<file path="config.mk">
export PLATFORM = sky130hd
export DESIGN_NAME = rotary_decoder
export DESIGN_NICKNAME = d
export VERILOG_FILES = /design/src/rtl/rotary_decoder.sv
export SDC_FILE = /design/constraint.sdc
export NUM_CORES = 1
export LEC_CHECK = 0
export CORE_MARGIN = 1
export CORE_UTILIZATION = 25
export CTS_BUF_LIST = sky130_fd_sc_hd__clkbuf_8
export DETAILED_ROUTE_END_ITERATION = 8
export GPL_TIMING_DRIVEN = 0
export PLACE_DENSITY = 0.43
export SLEW_MARGIN = 25
export SYNTH_ARGS = -nofsm -noshare
export SYNTH_HDL_FRONTEND = slang
export SYNTH_SLANG_ARGS = --single-unit
</file>
<file path="constraint.sdc">
create_clock -name clock -period 3.4 [get_ports clock]
set_input_delay 0.85 -clock clock [delete_from_list [all_inputs] [get_ports clock]]
set_output_delay 0.85 -clock clock [all_outputs]
set_load 0.1 [all_outputs]
</file>
<file path="src/rtl/rotary_decoder.sv">
// Quadrature front end for vault_controller: synchronises and debounces the encoder phases,
// tracks the Gray sequence and moves a 5-bit dial position one step per full detent.
module rotary_decoder #(
   parameter int unsigned DEBOUNCE_CYCLES = 4
) (
   input  logic       clock,
   input  logic       n_reset,
   input  logic       quad_a,
   input  logic       quad_b,
   output logic       direction,
   output logic [4:0] vault_code,
   output logic       step,
   output logic       quad_error
);

   localparam logic [7:0]        DebLimit = 8'(DEBOUNCE_CYCLES);
   localparam logic signed [3:0] AccUp    = 4'sd4;
   localparam logic signed [3:0] AccDown  = -4'sd4;

   typedef enum logic [1:0] {
      St00 = 2'b00,
      St01 = 2'b01,
      St10 = 2'b10,
      St11 = 2'b11
   } phase_e;

   // Phase vectors are packed {A, B} so the filtered pair reads directly as a phase state.
   logic [1:0]      sync1_q, sync2_q;
   logic [1:0]      filt_q, filt_d;
   logic [1:0][7:0] cnt_q, cnt_d;

   phase_e          state_q, state_d, phase_new;
   logic signed [3:0] acc_q, acc_d, acc_step;
   logic [4:0]      code_q, code_d;
   logic            dir_q, dir_d;
   logic            step_q, step_d;
   logic            err_q, err_d;
   logic            up_move, down_move, both_move;

   always_ff @(posedge clock or negedge n_reset) begin
      if (!n_reset) begin
         sync1_q <= 2'b00;
         sync2_q <= 2'b00;
         filt_q  <= 2'b00;
         cnt_q   <= '0;
      end else begin
         sync1_q <= {quad_a, quad_b};
         sync2_q <= sync1_q;
         filt_q  <= filt_d;
         cnt_q   <= cnt_d;
      end
   end

   // A phase only updates after DEBOUNCE_CYCLES consecutive disagreeing samples.
   always_comb begin
      filt_d = filt_q;
      cnt_d  = '0;
      for (int i = 0; i < 2; i++) begin
         if (sync2_q[i] != filt_q[i]) begin
            if (cnt_q[i] + 8'd1 == DebLimit) begin
               filt_d[i] = sync2_q[i];
            end else begin
               cnt_d[i] = cnt_q[i] + 8'd1;
            end
         end
      end
   end

   assign phase_new = phase_e'(filt_q);

   always_comb begin
      up_move   = 1'b0;
      down_move = 1'b0;
      case (state_q)
         St00: begin
            up_move   = (phase_new == St10);
            down_move = (phase_new == St01);
         end
         St10: begin
            up_move   = (phase_new == St11);
            down_move = (phase_new == St00);
         end
         St11: begin
            up_move   = (phase_new == St01);
            down_move = (phase_new == St10);
         end
         St01: begin
            up_move   = (phase_new == St00);
            down_move = (phase_new == St11);
         end
         default: ;
      endcase
      both_move = (phase_new != state_q) && !up_move && !down_move;
   end

   always_ff @(posedge clock or negedge n_reset) begin
      if (!n_reset) begin
         state_q <= St00;
         acc_q   <= '0;
         code_q  <= '0;
         dir_q   <= 1'b0;
         step_q  <= 1'b0;
         err_q   <= 1'b0;
      end else begin
         state_q <= state_d;
         acc_q   <= acc_d;
         code_q  <= code_d;
         dir_q   <= dir_d;
         step_q  <= step_d;
         err_q   <= err_d;
      end
   end

   always_comb begin
      state_d  = phase_new;
      acc_d    = acc_q;
      code_d   = code_q;
      dir_d    = dir_q;
      step_d   = 1'b0;
      err_d    = 1'b0;
      acc_step = acc_q;
      if (up_move) begin
         acc_step = acc_q + 4'sd1;
      end else if (down_move) begin
         acc_step = acc_q - 4'sd1;
      end

      if (both_move) begin
         err_d = 1'b1;
         acc_d = '0;
      end else if ((up_move || down_move) && (phase_new == St00)) begin
         // Arriving at rest: only a full four-step excursion counts as a detent.
         acc_d = '0;
         if (acc_step == AccUp) begin
            code_d = code_q + 5'd1;
            dir_d  = 1'b1;
            step_d = 1'b1;
         end else if (acc_step == AccDown) begin
            code_d = code_q - 5'd1;
            dir_d  = 1'b0;
            step_d = 1'b1;
         end
      end else begin
         acc_d = acc_step;
      end
   end

   assign direction  = dir_q;
   assign vault_code = code_q;
   assign step       = step_q;
   assign quad_error = err_q;

endmodule
</file>
=== Word level (Yosys, flattened, before mapping) ===
Index checks and enable logic that the tools add are counted.

* Flip-flop bits (word level): 36
* Input bits: 4
* Logic and storage cells: 63

* Mux-type cells: 19
* Bitwise operators: 1
* Add/subtract/negate cells: 6
* Reductions and logical operators: 12
* Equal/unequal tests: 13

{| class="wikitable"
|+ Operators with widths
! kind !! number
|-
| 8-bit two-way mux || 4
|-
| 8-bit by 1-bit adder with 8-bit output (second input constant) || 2
|-
| 8-bit by 3-bit == test with 1-bit output (second input constant) || 2
|-
| 4-bit two-way mux || 4
|-
| 5-bit two-way mux || 2
|-
| 2-bit == test (second input constant) || 4
|-
| 1-bit case mux with 4 select lines || 2
|-
| 1-bit two-way mux || 7
|-
| 5-bit by 1-bit adder with 5-bit output (second input constant) || 1
|-
| 5-bit by 1-bit subtractor with 5-bit output (second input constant) || 1
|-
| 4-bit by 2-bit adder with 4-bit output (second input constant) || 1
|-
| 2-bit by 1-bit == test with 1-bit output (second input constant) || 2
|-
| 4-bit by 3-bit == test with 1-bit output (second input constant) || 1
|-
| 4-bit == test (second input constant) || 1
|-
| 2-bit logical NOT || 2
|-
| 2-bit AND reduction || 2
|-
| 4-bit by 2-bit subtractor with 4-bit output (second input constant) || 1
|-
| 1-bit logical AND || 3
|-
| 3-bit AND reduction || 1
|-
| 1-bit logical NOT || 2
|-
| 1-bit inequality test || 2
|-
| 2-bit inequality test || 1
|-
| 2-bit nonzero test || 1
|-
| 1-bit logical OR || 1
|-
| 1-bit NOT || 1
|}

=== Logic depth before layout (Yosys ltp) ===
* Depth in word-level cells: 9
* Depth in mapped cells: 14
* Mapped depth without buffers: 13

=== Worst setup path after synthesis ===
No wires, ideal clock.

* Path kind: reg2reg
* From: reg filt_q[0]
* To: reg code_q[4] (netlist: vault_code[4])
* Clock period less this slack: 3.112 ns
* Stages on the path, launching flop included: 12
* Data required time: 3.245 ns
* Setup time: 0.155 ns
* Arrival time: 2.957 ns
* Setup slack: 0.288 ns
* Cell sequence: dfrtp_1 buf_2 xor2_2 nor4_1 nor3_1 or3_1 fa_1 a21o_1 a21o_1 nor4_4 o21bai_4 xnor2_2

* Longest elaborated chain between the ends: 7
* Elaborated cells on any way between the ends: 21

{| class="wikitable"
|+ RTL lines
! item !! line !! text
|-
| start, declared || 29 || <nowiki>logic [1:0] filt_q, filt_d;</nowiki>
|-
| start signal, assigned || 49 || <nowiki>filt_q <= filt_d;</nowiki>
|-
| 2-bit == test (tied with other cells) || 80, 89 ||
|-
| 1-bit case mux with 4 select lines || 74 || <nowiki>case (state_q)</nowiki>
|-
| 4-bit two-way mux or 1-bit logical NOT (tied branches) || 124, 93 ||
|-
| 4-bit two-way mux or 1-bit logical AND (tied branches) || 122, 93 ||
|-
| 4-bit == test (tied with other cells) || 134 || <nowiki>if (acc_step == AccUp) begin</nowiki>
|-
| 2-bit nonzero test (no line) or 1-bit NOT (tied branches) || n/a ||
|-
| 3-bit AND reduction (no line) || n/a ||
|-
| end signal, assigned || 107 || <nowiki>code_q <= code_d;</nowiki>
|-
| end, declared || 34 || <nowiki>logic [4:0] code_q, code_d;</nowiki>
|}

Parallel ways exist; a longest one is shown, timed or not.
A chain may end at the register's enable or synchronous reset.

=== Worst setup path after layout ===
* From: reg state_q[0]
* To: reg code_q[4] (netlist: vault_code[4])

* Longest elaborated chain between the ends: 7
* Elaborated cells on any way between the ends: 21

{| class="wikitable"
|+ RTL lines
! item !! line !! text
|-
| start, declared || 32 || <nowiki>phase_e state_q, state_d, phase_new;</nowiki>
|-
| start signal, assigned || 98 || <nowiki>state_q <= St00;</nowiki>
|-
| start signal, assigned || 105 || <nowiki>state_q <= state_d;</nowiki>
|-
| 2-bit by 1-bit == test with 1-bit output (tied with other cells) || 74 ||
|-
| 1-bit case mux with 4 select lines || 74 ||
|-
| 4-bit two-way mux or 1-bit logical NOT (tied branches) || 124, 93 ||
|-
| 4-bit two-way mux or 1-bit logical AND (tied branches) || 122, 93 ||
|-
| 4-bit == test (tied with other cells) || 134 ||
|-
| 2-bit nonzero test (no line) or 1-bit NOT (tied branches) || n/a ||
|-
| 3-bit AND reduction (no line) || n/a ||
|}

Parallel ways exist; a longest one is shown, timed or not.

==> impl_metrics.py <==
metrics = {
    "sta": {
        "slew_headroom_pct": 35.53,
        "fin_ws_ns": 0.1784,
        "worst_clock_skew_ns": 0.006837,
        "period_needed_ns": 3.222,
        "tightest_slew_ns": 0.9640,
        "fin_crit_sh_pct": 94.75,
        "rsz0062_at_grt": "no",
        "setup_violations": 0,
        "drv_slew": 0,
        "hold_viol": 0,
        "fin_tns_setup_ns": 0,
        "fmax_ghz": 0.3104,
    },
    "critical_path": {
        "rr_worst_depth": 12,
        "cp_common_cell": "a21o_1",
        "crit_type": "flop to flop",
        "max_stage_delay_ns": 0.43,
        "reg2reg_to": "vault_code[4]",
        "arrival_ns": 3.39,
        "crit_chain": "buf_6 -> xnor2_4 -> and3_1 -> nor3_1 -> or2_2 -> or3_4 -> fa_1 -> a21o_1 -> a21o_1 -> nor4_4 -> o21bai_4 -> xnor2_2",
        "critPathRequiredTime_ns": 3.57,
        "reg2reg_from": "state_q[0]",
        "cpLargestDelayFamily": "simple AND/OR/NAND/NOR gates",
        "crit_fanout": 8,
        "crit_slowest_cell": "or3_4",
        "startpoint": "state_q[0]",
        "reg2reg_setup_slack_ns": 0.18,
        "crit_path_start_kind": "flop",
        "endpoint": "vault_code[4]",
        "critPathBufInv": 1,
        "cp-end-kind": "flop",
        "crit_cells": 12,
    },
    "routing": {
        "routed_wl_mm": 3.750,
        "vias": 1376,
        "vias_per_cell": 4.396,
        "drc": 0,
        "wl_per_cell_um": 11.98,
        "antenna_left": 0,
        "drt_first_pass_iters": 4,
        "initialDrtViolationCount": 42,
    },
    "synthesis": {
        "synth_top_family_by_area": "simple AND/OR/NAND/NOR gates",
        "synthDistinctLibCells": 43,
        "yosys_warnings": 0,
        "synthAdderAreaFrac_pct": 6.405,
        "muxShareOfSynthArea_pct": 5.982,
        "syn_avg_cell_area_um2": 10.79,
        "synthXorXnorAreaFrac_pct": 14.26,
        "synth_area_um2": 2071,
        "synthCells": 192,
        "synth_compound_area_share_pct": 8.036,
        "ys_seq_area_share_pct": 43.50,
        "ys_seq_elements": 36,
        "synthSimpleGateAreaFrac_pct": 18.43,
        "synth_nets": 206,
    },
    "global_routing": {
        "grt.total_usage_pct": 9.995,
        "grt_start_max_net_pins": 29,
        "antenna_found_initial": 0,
        "grt_overflow_total": 0,
        "grt_pass1_vias": 1391,
        "grt_pass1_wl_mm": 6.699,
    },
    "final_layout": {
        "final_common_cell": "dfrtp_1",
        "nets": 225,
        "num_antenna_cells": 0,
        "drive_above_1_share_pct": 16.59,
        "layout_common_cells": "dfrtp_1 (36), nor2_1 (18), xnor2_1 (12), nand2_1 (12), xor2_1 (11)",
        "syn2layout_area_growth_pct": 20.18,
        "utilization_pct": 31.55,
        "stdcell_count": 313,
    },
    "floorplanning": {
        "die_area_um2": 8651,
        "core_um2": 7888,
        "die_x_um": 93.01,
        "start_util_pct": 26.25,
        "num_rows": 32,
        "io_pins": 12,
        "die_height_um": 93.01,
    },
    "clock_network": {
        "insertion_delay_ns": 0.28,
        "path_clk_slew_ns": 0.08,
        "clock_sinks": 36,
        "htreeDepth": 2,
        "clock_tree.buffer_depth": 2,
        "cts_buffers": 5,
        "clockRootBuffer": "clkbuf_8",
        "cts_tree": "done",
    },
    "place": {
        "dp_cells": 306,
        "preCtsSetupSlack_ns": 0.06794,
        "place_congestion": 0.7595,
        "dp_hpwl_mm": 2.661,
        "io_buffers": 11,
    },
    "flow_run": {
        "maxCapViolations": 0,
    },
    "outcome": {
        "run_status": "complete, no violations",
    },
    "hold_path": {
        "hp-class": "flop to flop",
    },
    "pwr": {
        "design_power_total_mw": 2.595,
        "p_leak_nw": 1.104,
        "power_density_nw_per_um2": 1043,
        "power.ir.vdd_worst_mv": 0.2302,
    },
}
[worst min path at each step]
| stage | startpoint | end | slack, ns | cells past startpoint |
|---|---|---|---|---|
| after floorplan | sync1_q[0] | sync2_q[0] | 0.33 | 0 |
| after detailed placement | sync1_q[1] | sync2_q[1] | 0.34 | 0 |
| after CTS | sync1_q[1] | sync2_q[1] | 0.35 | 0 |
| after global placement | sync1_q[1] | sync2_q[1] | 0.33 | 0 |
| after global routing | sync1_q[1] | sync2_q[1] | 0.35 | 0 |
| final | sync1_q[1] | sync2_q[1] | 0.35 | 0 |
[layer usage]
layer,vias up,share of wire [%],global-route usage (%)
li1,693,-,-
met1,664,49,12.41
met2,13,47,16.30
met3,6,2.1,2.439
met4,0,1.8,4.615
met5,-,0,0
[where the power goes]
part	switching (mW)	total (mW)	internal, mW
combinational	0.946	1.64	0.692
clock	0.154	0.335	0.181
sequential	0.0853	0.622	0.536
total	1.19	2.60	1.41
[kinds of logic after synthesis]
group / Yosys count
AO/OA/AOI/OAI: 23
XOR/XNOR: 29
adder cells (fa/ha/maj): 10
buffers and inverters: 12
flip-flops: 36
multiplexers: 10
AND/OR/NAND/NOR: 72
[per-stage QoR]
stage | hold slack [ns] | cell area (µm²)
after floorplan | 0.3312 | 2071
after detailed placement | 0.3355 | 2323
after global routing | 0.3528 | 2489
after CTS | 0.3522 | 2420
final | 0.3510 | 2489
after global placement | 0.3336 | 2308
[synthesized netlist by cell type]
| cell type | number | area [µm²] |
|---|---|---|
| nand2b_1 | 4 | 25.02 |
| a21o_1 | 5 | 37.54 |
| or2_2 | 1 | 6.260 |
| nand2_1 | 12 | 45.04 |
| xnor2_2 | 2 | 32.53 |
| a21oi_1 | 8 | 40.04 |
| fa_1 | 1 | 20.02 |
| a221oi_1 | 2 | 17.52 |
| dfrtp_1 | 36 | 900.9 |
| and2_1 | 3 | 18.77 |
| nor2_1 | 18 | 67.56 |
| nor3_1 | 7 | 35.03 |
| and3_1 | 4 | 25.02 |
| or3_1 | 2 | 12.51 |
| o21bai_4 | 1 | 18.77 |
| xor2_4 | 1 | 27.53 |
| mux2i_1 | 3 | 30.03 |
| a211o_1 | 1 | 8.760 |
| xor2_1 | 11 | 96.34 |
| and4_1 | 1 | 8.760 |
| mux2_1 | 1 | 11.26 |
| xnor2_1 | 14 | 122.6 |
| nor3b_1 | 1 | 7.510 |
| buf_4 | 2 | 15.01 |
| ha_1 | 9 | 112.6 |
| mux2_4 | 4 | 60.06 |
| inv_1 | 5 | 18.77 |
| nor4_4 | 1 | 21.27 |
| nand3_1 | 5 | 25.02 |
| mux2_2 | 2 | 22.52 |
| o22ai_1 | 2 | 12.51 |
| inv_2 | 1 | 3.750 |
| o21bai_1 | 1 | 7.510 |
| xor2_2 | 1 | 16.27 |
| or4_1 | 2 | 15.01 |
| nor2b_1 | 6 | 37.54 |
| nand4_1 | 4 | 25.02 |
| o2111ai_1 | 1 | 8.760 |
| buf_6 | 2 | 22.52 |
| nor4_1 | 1 | 6.260 |
| o21ai_1 | 1 | 5.000 |
| buf_2 | 2 | 10.01 |
| o21ba_2 | 1 | 10.01 |
[layout make-up]
cell class,instances,area (µm²)
inverter,6,22.52
timing repair buffer,12,125.1
buffer,6,56.30
clock buffer,7,96.34
fill,834,5399
multi-input combinational,144,1160
sequential,36,900.9
tap,102,127.6
[worst register-to-register path, stage by stage, from the launching register on]
cell	delay, ns
dfrtp_1	0.38
buf_6	0.16
xnor2_4	0.25
and3_1	0.19
nor3_1	0.05
or2_2	0.33
or3_4	0.43
fa_1	0.41
a21o_1	0.20
a21o_1	0.22
nor4_4	0.27
o21bai_4	0.11
xnor2_2	0.13
[flip-flops by register name (all words and copies together), names as in the netlist]
register and flops:
acc_q 4, direction 1, sync2_q 2, filt_q 2, state_q 2, sync1_q 2, step 1, cnt_q 16
vault_code 5, quad_error 1
[timing repair]
| action | 4_1_cts | 5_1_grt |
|---|---|---|
| resized for setup | 0 | 11 |
| hold buffers | 0 | 0 |
| endpoints found under the hold margin | 0 | 0 |
| setup buffers | 0 | 0 |
| setup endpoints to repair | 0 | 1 |
Note: power is estimated with default switching activity, not from simulation.
